**config.mk**
```make
export PLATFORM = sky130hd
export DESIGN_NAME = apb_req_arbiter
export DESIGN_NICKNAME = d
export VERILOG_FILES = /design/src/rtl/apb_req_arbiter.sv
export SDC_FILE = /design/constraint.sdc
export NUM_CORES = 1
export LEC_CHECK = 0
export CORE_MARGIN = 5
export CORE_UTILIZATION = 42
export DETAILED_ROUTE_END_ITERATION = 12
export MAX_ROUTING_LAYER = met4
export PLACE_DENSITY_LB_ADDON = 0.1
export SYNTH_ARGS = -nofsm -noshare
export SYNTH_HDL_FRONTEND = slang
export SYNTH_SLANG_ARGS = --single-unit
```
**constraint.sdc**
```tcl
create_clock -name pclk -period 2.2 [get_ports pclk]
set_input_delay 0.22 -clock pclk [delete_from_list [all_inputs] [get_ports pclk]]
set_output_delay 0.22 -clock pclk [all_outputs]
set_load 0.03 [all_outputs]
```
**src/rtl/apb_req_arbiter.sv**
```systemverilog
// Two-requester round-robin front end for the APB master transfer interface.
// One command is owned at a time. It is held on the APB outputs until the
// master reports completion or the timeout expires. Read data, or the
// timeout error, is then returned to the owning requester.
//
// state | meaning
// IDLE  | arbitrate; latch the winning command and grant it
// BUSY  | transfer held on the APB outputs; wait for apb_done or timeout
// DONE  | one-cycle completion pulse to the owner; update last-served
module apb_req_arbiter #(
  parameter int AW      = 9,
  parameter int DW      = 8,
  parameter int TIMEOUT = 16
) (
  input  logic          pclk,
  input  logic          preset,
  input  logic          r0_req,
  input  logic          r0_rw,
  input  logic [AW-1:0] r0_addr,
  input  logic [DW-1:0] r0_wdata,
  output logic          r0_gnt,
  output logic          r0_done,
  output logic [DW-1:0] r0_rdata,
  output logic          r0_err,
  input  logic          r1_req,
  input  logic          r1_rw,
  input  logic [AW-1:0] r1_addr,
  input  logic [DW-1:0] r1_wdata,
  output logic          r1_gnt,
  output logic          r1_done,
  output logic [DW-1:0] r1_rdata,
  output logic          r1_err,
  output logic          transfer,
  output logic          read_write,
  output logic [AW-1:0] apb_write_paddr,
  output logic [DW-1:0] apb_write_data,
  output logic [AW-1:0] apb_read_paddr,
  input  logic [DW-1:0] apb_read_data_out,
  input  logic          apb_done
);

  localparam logic [1:0] ST_IDLE = 2'd0;
  localparam logic [1:0] ST_BUSY = 2'd1;
  localparam logic [1:0] ST_DONE = 2'd2;

  // Last BUSY cycle the counter can reach before the command is aborted.
  localparam logic [7:0] CNT_LAST = 8'(TIMEOUT - 1);

  logic [1:0]          state_q, state_d;
  logic                last_q, last_d;
  logic                owner_q, owner_d;
  logic [7:0]          cnt_q, cnt_d;
  logic                transfer_q, transfer_d;
  logic                rw_q, rw_d;
  logic [AW-1:0]       wpaddr_q, wpaddr_d;
  logic [DW-1:0]       wdata_q, wdata_d;
  logic [AW-1:0]       rpaddr_q, rpaddr_d;
  logic [1:0]          gnt_q, gnt_d;
  logic [1:0]          done_q, done_d;
  logic [1:0]          err_q, err_d;
  logic [1:0][DW-1:0]  rdata_q, rdata_d;

  logic                win;
  logic                sel_rw;
  logic [AW-1:0]       sel_addr;
  logic [DW-1:0]       sel_wdata;

  // Round-robin pick: a lone request wins, a tie goes to whoever was not served last.
  always_comb begin
    if (r0_req && r1_req) win = ~last_q;
    else                  win = r1_req;
    sel_rw    = win ? r1_rw    : r0_rw;
    sel_addr  = win ? r1_addr  : r0_addr;
    sel_wdata = win ? r1_wdata : r0_wdata;
  end

  // Next-state and registered-output computation for the sequencer.
  always_comb begin
    state_d    = state_q;
    last_d     = last_q;
    owner_d    = owner_q;
    cnt_d      = cnt_q;
    transfer_d = transfer_q;
    rw_d       = rw_q;
    wpaddr_d   = wpaddr_q;
    wdata_d    = wdata_q;
    rpaddr_d   = rpaddr_q;
    gnt_d      = 2'b00;
    done_d     = 2'b00;
    err_d      = err_q;
    rdata_d    = rdata_q;

    case (state_q)
      ST_IDLE: begin
        if (r0_req || r1_req) begin
          owner_d      = win;
          gnt_d[win]   = 1'b1;
          transfer_d   = 1'b1;
          rw_d         = sel_rw;
          cnt_d        = 8'd0;
          state_d      = ST_BUSY;
          if (sel_rw) begin
            rpaddr_d = sel_addr;
            wpaddr_d = '0;
            wdata_d  = '0;
          end else begin
            rpaddr_d = '0;
            wpaddr_d = sel_addr;
            wdata_d  = sel_wdata;
          end
        end
      end

      ST_BUSY: begin
        cnt_d = cnt_q + 8'd1;
        // Completion beats the timeout when both land in the same cycle.
        if (apb_done || (cnt_q == CNT_LAST)) begin
          done_d[owner_q]  = 1'b1;
          err_d[owner_q]   = ~apb_done;
          rdata_d[owner_q] = (apb_done && rw_q) ? apb_read_data_out : '0;
          transfer_d       = 1'b0;
          rw_d             = 1'b0;
          wpaddr_d         = '0;
          wdata_d          = '0;
          rpaddr_d         = '0;
          state_d          = ST_DONE;
        end
      end

      ST_DONE: begin
        last_d  = owner_q;
        state_d = ST_IDLE;
      end

      default: state_d = ST_IDLE;
    endcase
  end

  // State and output registers with synchronous reset.
  always_ff @(posedge pclk) begin
    if (preset) begin
      state_q    <= ST_IDLE;
      last_q     <= 1'b1;
      owner_q    <= 1'b0;
      cnt_q      <= 8'd0;
      transfer_q <= 1'b0;
      rw_q       <= 1'b0;
      wpaddr_q   <= '0;
      wdata_q    <= '0;
      rpaddr_q   <= '0;
      gnt_q      <= 2'b00;
      done_q     <= 2'b00;
      err_q      <= 2'b00;
      rdata_q    <= '0;
    end else begin
      state_q    <= state_d;
      last_q     <= last_d;
      owner_q    <= owner_d;
      cnt_q      <= cnt_d;
      transfer_q <= transfer_d;
      rw_q       <= rw_d;
      wpaddr_q   <= wpaddr_d;
      wdata_q    <= wdata_d;
      rpaddr_q   <= rpaddr_d;
      gnt_q      <= gnt_d;
      done_q     <= done_d;
      err_q      <= err_d;
      rdata_q    <= rdata_d;
    end
  end

  assign r0_gnt          = gnt_q[0];
  assign r1_gnt          = gnt_q[1];
  assign r0_done         = done_q[0];
  assign r1_done         = done_q[1];
  assign r0_err          = err_q[0];
  assign r1_err          = err_q[1];
  assign r0_rdata        = rdata_q[0];
  assign r1_rdata        = rdata_q[1];
  assign transfer        = transfer_q;
  assign read_write      = rw_q;
  assign apb_write_paddr = wpaddr_q;
  assign apb_write_data  = wdata_q;
  assign apb_read_paddr  = rpaddr_q;

endmodule

```
Word-level counts from Yosys, hierarchy flattened. Index checks and enable logic that the tools add are counted.

Add/subtract/negate cells: 1. Magnitude comparators: 4. Equal/unequal tests: 5. Mux-type cells: 34. Bitwise gates (word level): 6. Reductions and logical operators: 15.

Operators with widths (count): $mux W8 (7); $mux W9 (6); $pmux W9 S2 (2); $pmux W8 S2 (2); $bwmux W16 (1); $add A8 B1 Y8 const B (1); $demux W8 S1 (1); $eq A8 B4 Y1 const B (1); $reduce_and A2 Y1 (4); $mux W1 (7); $not A1 Y1 (6); $reduce_or A3 Y1 (2); $logic_and A1 B1 Y1 (4); $lt A1 B2 Y1 const B (2); $mux W2 (2); $ne A2 B2 Y1 const B (2); $pmux W1 S2 (2); $pmux W2 S2 (1); $reduce_and A3 Y1 (1); $bwmux W2 (1); $demux W1 S1 (2); $eq A2 B1 Y1 const B (1); $eq A2 B2 Y1 const B (1); $ge A1 B1 Y1 const B (2); other kinds (3) (4).

Bits in registers: 62. Input port bits: 49. Output and inout port bits: 50. Word-level logic and storage cells: 79.

Depth between registers and ports, before layout.
Depth in word-level cells: 6. Gate-level depth with buffers: 6. Gate-level depth less buffers: 5.

Worst setup path after synthesis. Ideal clock, no wire load.

Path kind: register to register. From: register cnt_q[0]. To: register wdata_q[3], in the netlist apb_write_data[3]. Library setup time: 0.070 ns. Data arrival time: 1.556 ns. Data required time: 2.130 ns. Setup slack: 0.574 ns. Stages on the path, launching flop included: 7. Path buffers: 1. Period minus slack after synthesis: 1.626 ns. Cells stage by stage: dfxtp_1 > ha_1 > and3_1 > a21o_1 > a21oi_2 > buf_2 > o2bb2ai_1.

Longest elaborated chain between the ends: 4.

RTL lines: start: declaration (line 52) `logic [7:0] cnt_q, cnt_d;`; start signal: assignment (line 159) `cnt_q <= cnt_d;`; $eq A8 B4 Y1 (line 117) `if (apb_done || (cnt_q == CNT_LAST)) begin`; $logic_or A1 B1 Y1 (line 117); $ne A2 B2 Y1 (no source line); $reduce_and A3 Y1 (no source line); end signal: assignment (line 163) `wdata_q <= wdata_d;`; end: declaration (line 56) `logic [DW-1:0] wdata_q, wdata_d;`.

No other way between the ends. A chain may end at the register's enable or synchronous reset.

Worst setup path in the final report.
From: register cnt_q[0]. To: register rdata_q, in the netlist r0_rdata[0].

Longest elaborated chain between the ends: 3.

RTL lines: $eq A8 B4 Y1 (line 117); $logic_or A1 B1 Y1 (line 117); $reduce_and A2 Y1 (no source line); end signal: assignment (line 168) `rdata_q <= rdata_d;`; end: declaration (line 61) `logic [1:0][DW-1:0] rdata_q, rdata_d;`.

No other way between the ends.

==> impl_metrics.env <==
export IMPL_core_area_sq_um=5510
export IMPL_yosys_top_cells_count="dfxtp_1 (62), o2bb2ai_1 (22), mux2i_1 (20)"
export IMPL_synthMuxAreaShare_pct=8.89
export IMPL_synth_most_common_cell="dfxtp_1"
export IMPL_skew_ns=0.00972
export IMPL_syn_nets=261
export IMPL_power_leakage_nw=1.29
export IMPL_fin_crit_ns=1.94
export IMPL_synth_top_area_share_pct=52.2
export IMPL_fin_area_sq_um=3580
export IMPL_antenna_found_initial=0
export IMPL_maxSlewViolCount=0
export IMPL_cts_buffers_inserted=9
export IMPL_routed_wl_mm=6.21
export IMPL_instances_no_fill=387
export IMPL_cp_required_ns=2.47
export IMPL_synth_seq_area_share_pct=52.2
export IMPL_fillCellCount=485
export IMPL_synth_compound_area_share_pct=25.2
export IMPL_clk_latency_ns=0.34
export IMPL_startpoint_type="flip-flop"
export IMPL_start_util_pct=43.2
export IMPL_grt_pass1_vias=2023
export IMPL_timing_fmax_ghz=0.516
export IMPL_ctsLongestPathBuffers=2
export IMPL_rows=27
export IMPL_post_cts_setup_buffers=0
export IMPL_synth_seq_cells=62
export IMPL_grt_max_degree=27
export IMPL_detailedPlace_worstSlack_ns=0.219
export IMPL_grt_usage_pct=18.0
export IMPL_cp_top_family="compound AO/OA/AOI/OAI gates"
export IMPL_synth_edff_count=0
export IMPL_grt_pass1_wl_mm=9.95
export IMPL_cp_slowest_stage_delay_ns=0.62
export IMPL_cp_data_arrival_time_ns=2.21
export IMPL_yosys_area_share_adder_pct=0.526
export IMPL_port_buffers=98
export IMPL_cts_root_buf="clkbuf_8"
export IMPL_crit_chain="ha_1, and3_1, a21o_1, a21oi_1, a32o_1"
export IMPL_hold_path_class="flip-flop to flip-flop"
export IMPL_crit_slowest_cell="a21oi_1"
export IMPL_synth_xor_area_share_pct=0.368
export IMPL_cts_sinks=62
export IMPL_multi_input_area_sq_um=1050
export IMPL_ctsResizeCount=0
export IMPL_drt_pre_antenna_iters=4
export IMPL_drive_above_1_share_pct=9.84
export IMPL_syn_area_sq_um=2380
export IMPL_postSynthCellCount=211
export IMPL_yosys_area_share_simple_pct=9.05
export IMPL_dieArea_sq_um=7270
export IMPL_synth_area_leaders="dfxtp_1 (52%), mux2i_1 (8.4%), o2bb2ai_1 (8.1%)"
export IMPL_post_route_util_pct=65.0
export IMPL_crit_type="flip-flop to flip-flop"
export IMPL_ant_nets=0
export IMPL_tightestPinTransition_ns=1.11
export IMPL_dpl_cell_count=371
export IMPL_routed_via_density=5.25
export IMPL_diodes=0
export IMPL_placed_area_sq_um=3410
export IMPL_max_slew_margin_pct=26.0
export IMPL_finalHoldViolCount=0
export IMPL_vias=2033
export IMPL_synth_warnings=0
export IMPL_synthArstFlopShare_pct=0
export IMPL_ys_flop_type="dfxtp_1"
export IMPL_power_density_nw_per_um2=696
export IMPL_synth_area_leader_cell="dfxtp_1"
export IMPL_cts_tree="built"
export IMPL_fin_ws_ns=0.262
export IMPL_fin_setup_tns_ns=0
export IMPL_overflow=0
export IMPL_setup_violations_final=0
export IMPL_holdBufCountCts=0
export IMPL_wl_per_cell_um=16.0
export IMPL_syn_to_final_growth_pct=50.5
export IMPL_fin_nets=360
export IMPL_drt_iter0_drc=59
export IMPL_vdd_drop_max_mv=0.399
export IMPL_post_synth_num_cell_types=42
export IMPL_critPathCaptureType="flip-flop"
export IMPL_die_width_um=85.3
export IMPL_worstPathMaxFanout=8
export IMPL_finalCritPeriodShare_pct=88.1
export IMPL_clk_pin_slew_worst_paths_ns=0.06
export IMPL_place_congestion=0.761
export IMPL_rsz0062_at_grt="no"
export IMPL_drc=0
export IMPL_dieHeight_um=85.3
export IMPL_register_area_sq_um=1240
export IMPL_ios=99
export IMPL_synth_top_family_by_area="compound AO/OA/AOI/OAI gates"
export IMPL_avgSynthCellArea_sq_um=11.3
export IMPL_h_tree_depth=3
export IMPL_crit_buf_inv=0
export IMPL_status="finished clean"
export IMPL_hpwl_mm=4.59
export IMPL_maxCapViolCount=0
[final cells by class]
type	instances	share of cell area [%]
well taps	72	2.52
inverters	1	0.105
repair buffers	104	28.7
clock inverters	4	0.629
clock buffers	12	4.05
flip-flops and latches	62	34.7
multi-input cells	132	29.4
[kinds of logic after synthesis]
family                     after synthesis
muxes                                   21
adders and majority gates                1
DFF                                     62
AOI/OAI and AO/OA                       70
xor gates and xnor gates                 1
and+or+nand+nor                         39
buffers and inverters                   17
[path summary, 6_finish.rpt]
kind                                  start                        endpoint  slack, ns  depth (start not counted)
min          apb_read_paddr[8]$_SDFFE_PP0P_  apb_read_paddr[8]$_SDFFE_PP0P_       0.46                          1
min reg2reg  apb_read_paddr[8]$_SDFFE_PP0P_  apb_read_paddr[8]$_SDFFE_PP0P_       0.46                          1
max                   cnt_q[0]$_SDFFE_PP0P_        r0_rdata[0]$_SDFFE_PP0P_       0.26                          5
max reg2reg           cnt_q[0]$_SDFFE_PP0P_        r0_rdata[0]$_SDFFE_PP0P_       0.26                          5
[through the flow]
stage	hold WS (ns)	total power [mW]
finish	0.463	2.49
detailed placement	0.451	1.66
CTS	0.467	2.52
floorplan	0.317	1.45
global route	0.482	2.61
global placement	0.444	1.66
[power breakdown]
group / switching [mW] / internal (mW)
clock network: 0.420 / 0.434
registers: 0.0290 / 1.17
logic: 0.230 / 0.208
total: 0.679 / 1.81
[worst register-to-register path: cells and delay by family (launching register included)]
| family | cells | cell delay [ns] |
|---|---|---|
| AOI/OAI and AO/OA | 3 | 1.07 |
| DFF | 1 | 0.34 |
| adders and majority gates | 1 | 0.24 |
| and+or+nand+nor | 1 | 0.24 |
[state kept, by name, summed over array words and instances (netlist names), 2 cells and up]
name and count:
done_q 2, state_q 2, r1_rdata 8, gnt_q 2, apb_write_paddr 9, apb_write_data 8
cnt_q 8, apb_read_paddr 9, r0_rdata 8, err_q 2
[routing by layer]
metal	up-vias	track usage (%)	wire [um]
li1	1017	-	-
met1	948	21.4	2680
met2	61	26.8	2970
met3	7	8.74	488
met4	0	5.61	71
met5	-	-	0
[cell usage in the layout, fill, tap and decap left out, types with 2 or more instances in the layout]
master,instances
nor3_1,2
dfxtp_1,62
and3_1,4
or3_1,2
a32o_1,16
nor2_1,9
o21ai_0,4
o21a_1,2
mux2i_1,20
clkbuf_1,2
or2_1,2
buf_4,6
nor2b_1,2
o211ai_1,2
nand4_1,2
clkdlybuf4s50_1,98
clkbuf_8,10
nand2b_1,2
nand2_1,6
nand3_1,2
nor3b_1,2
a21oi_1,10
a211oi_1,2
o2bb2ai_1,22
o2bb2ai_2,4
clkinv_2,3
Power figures use the tool's default switching activity.
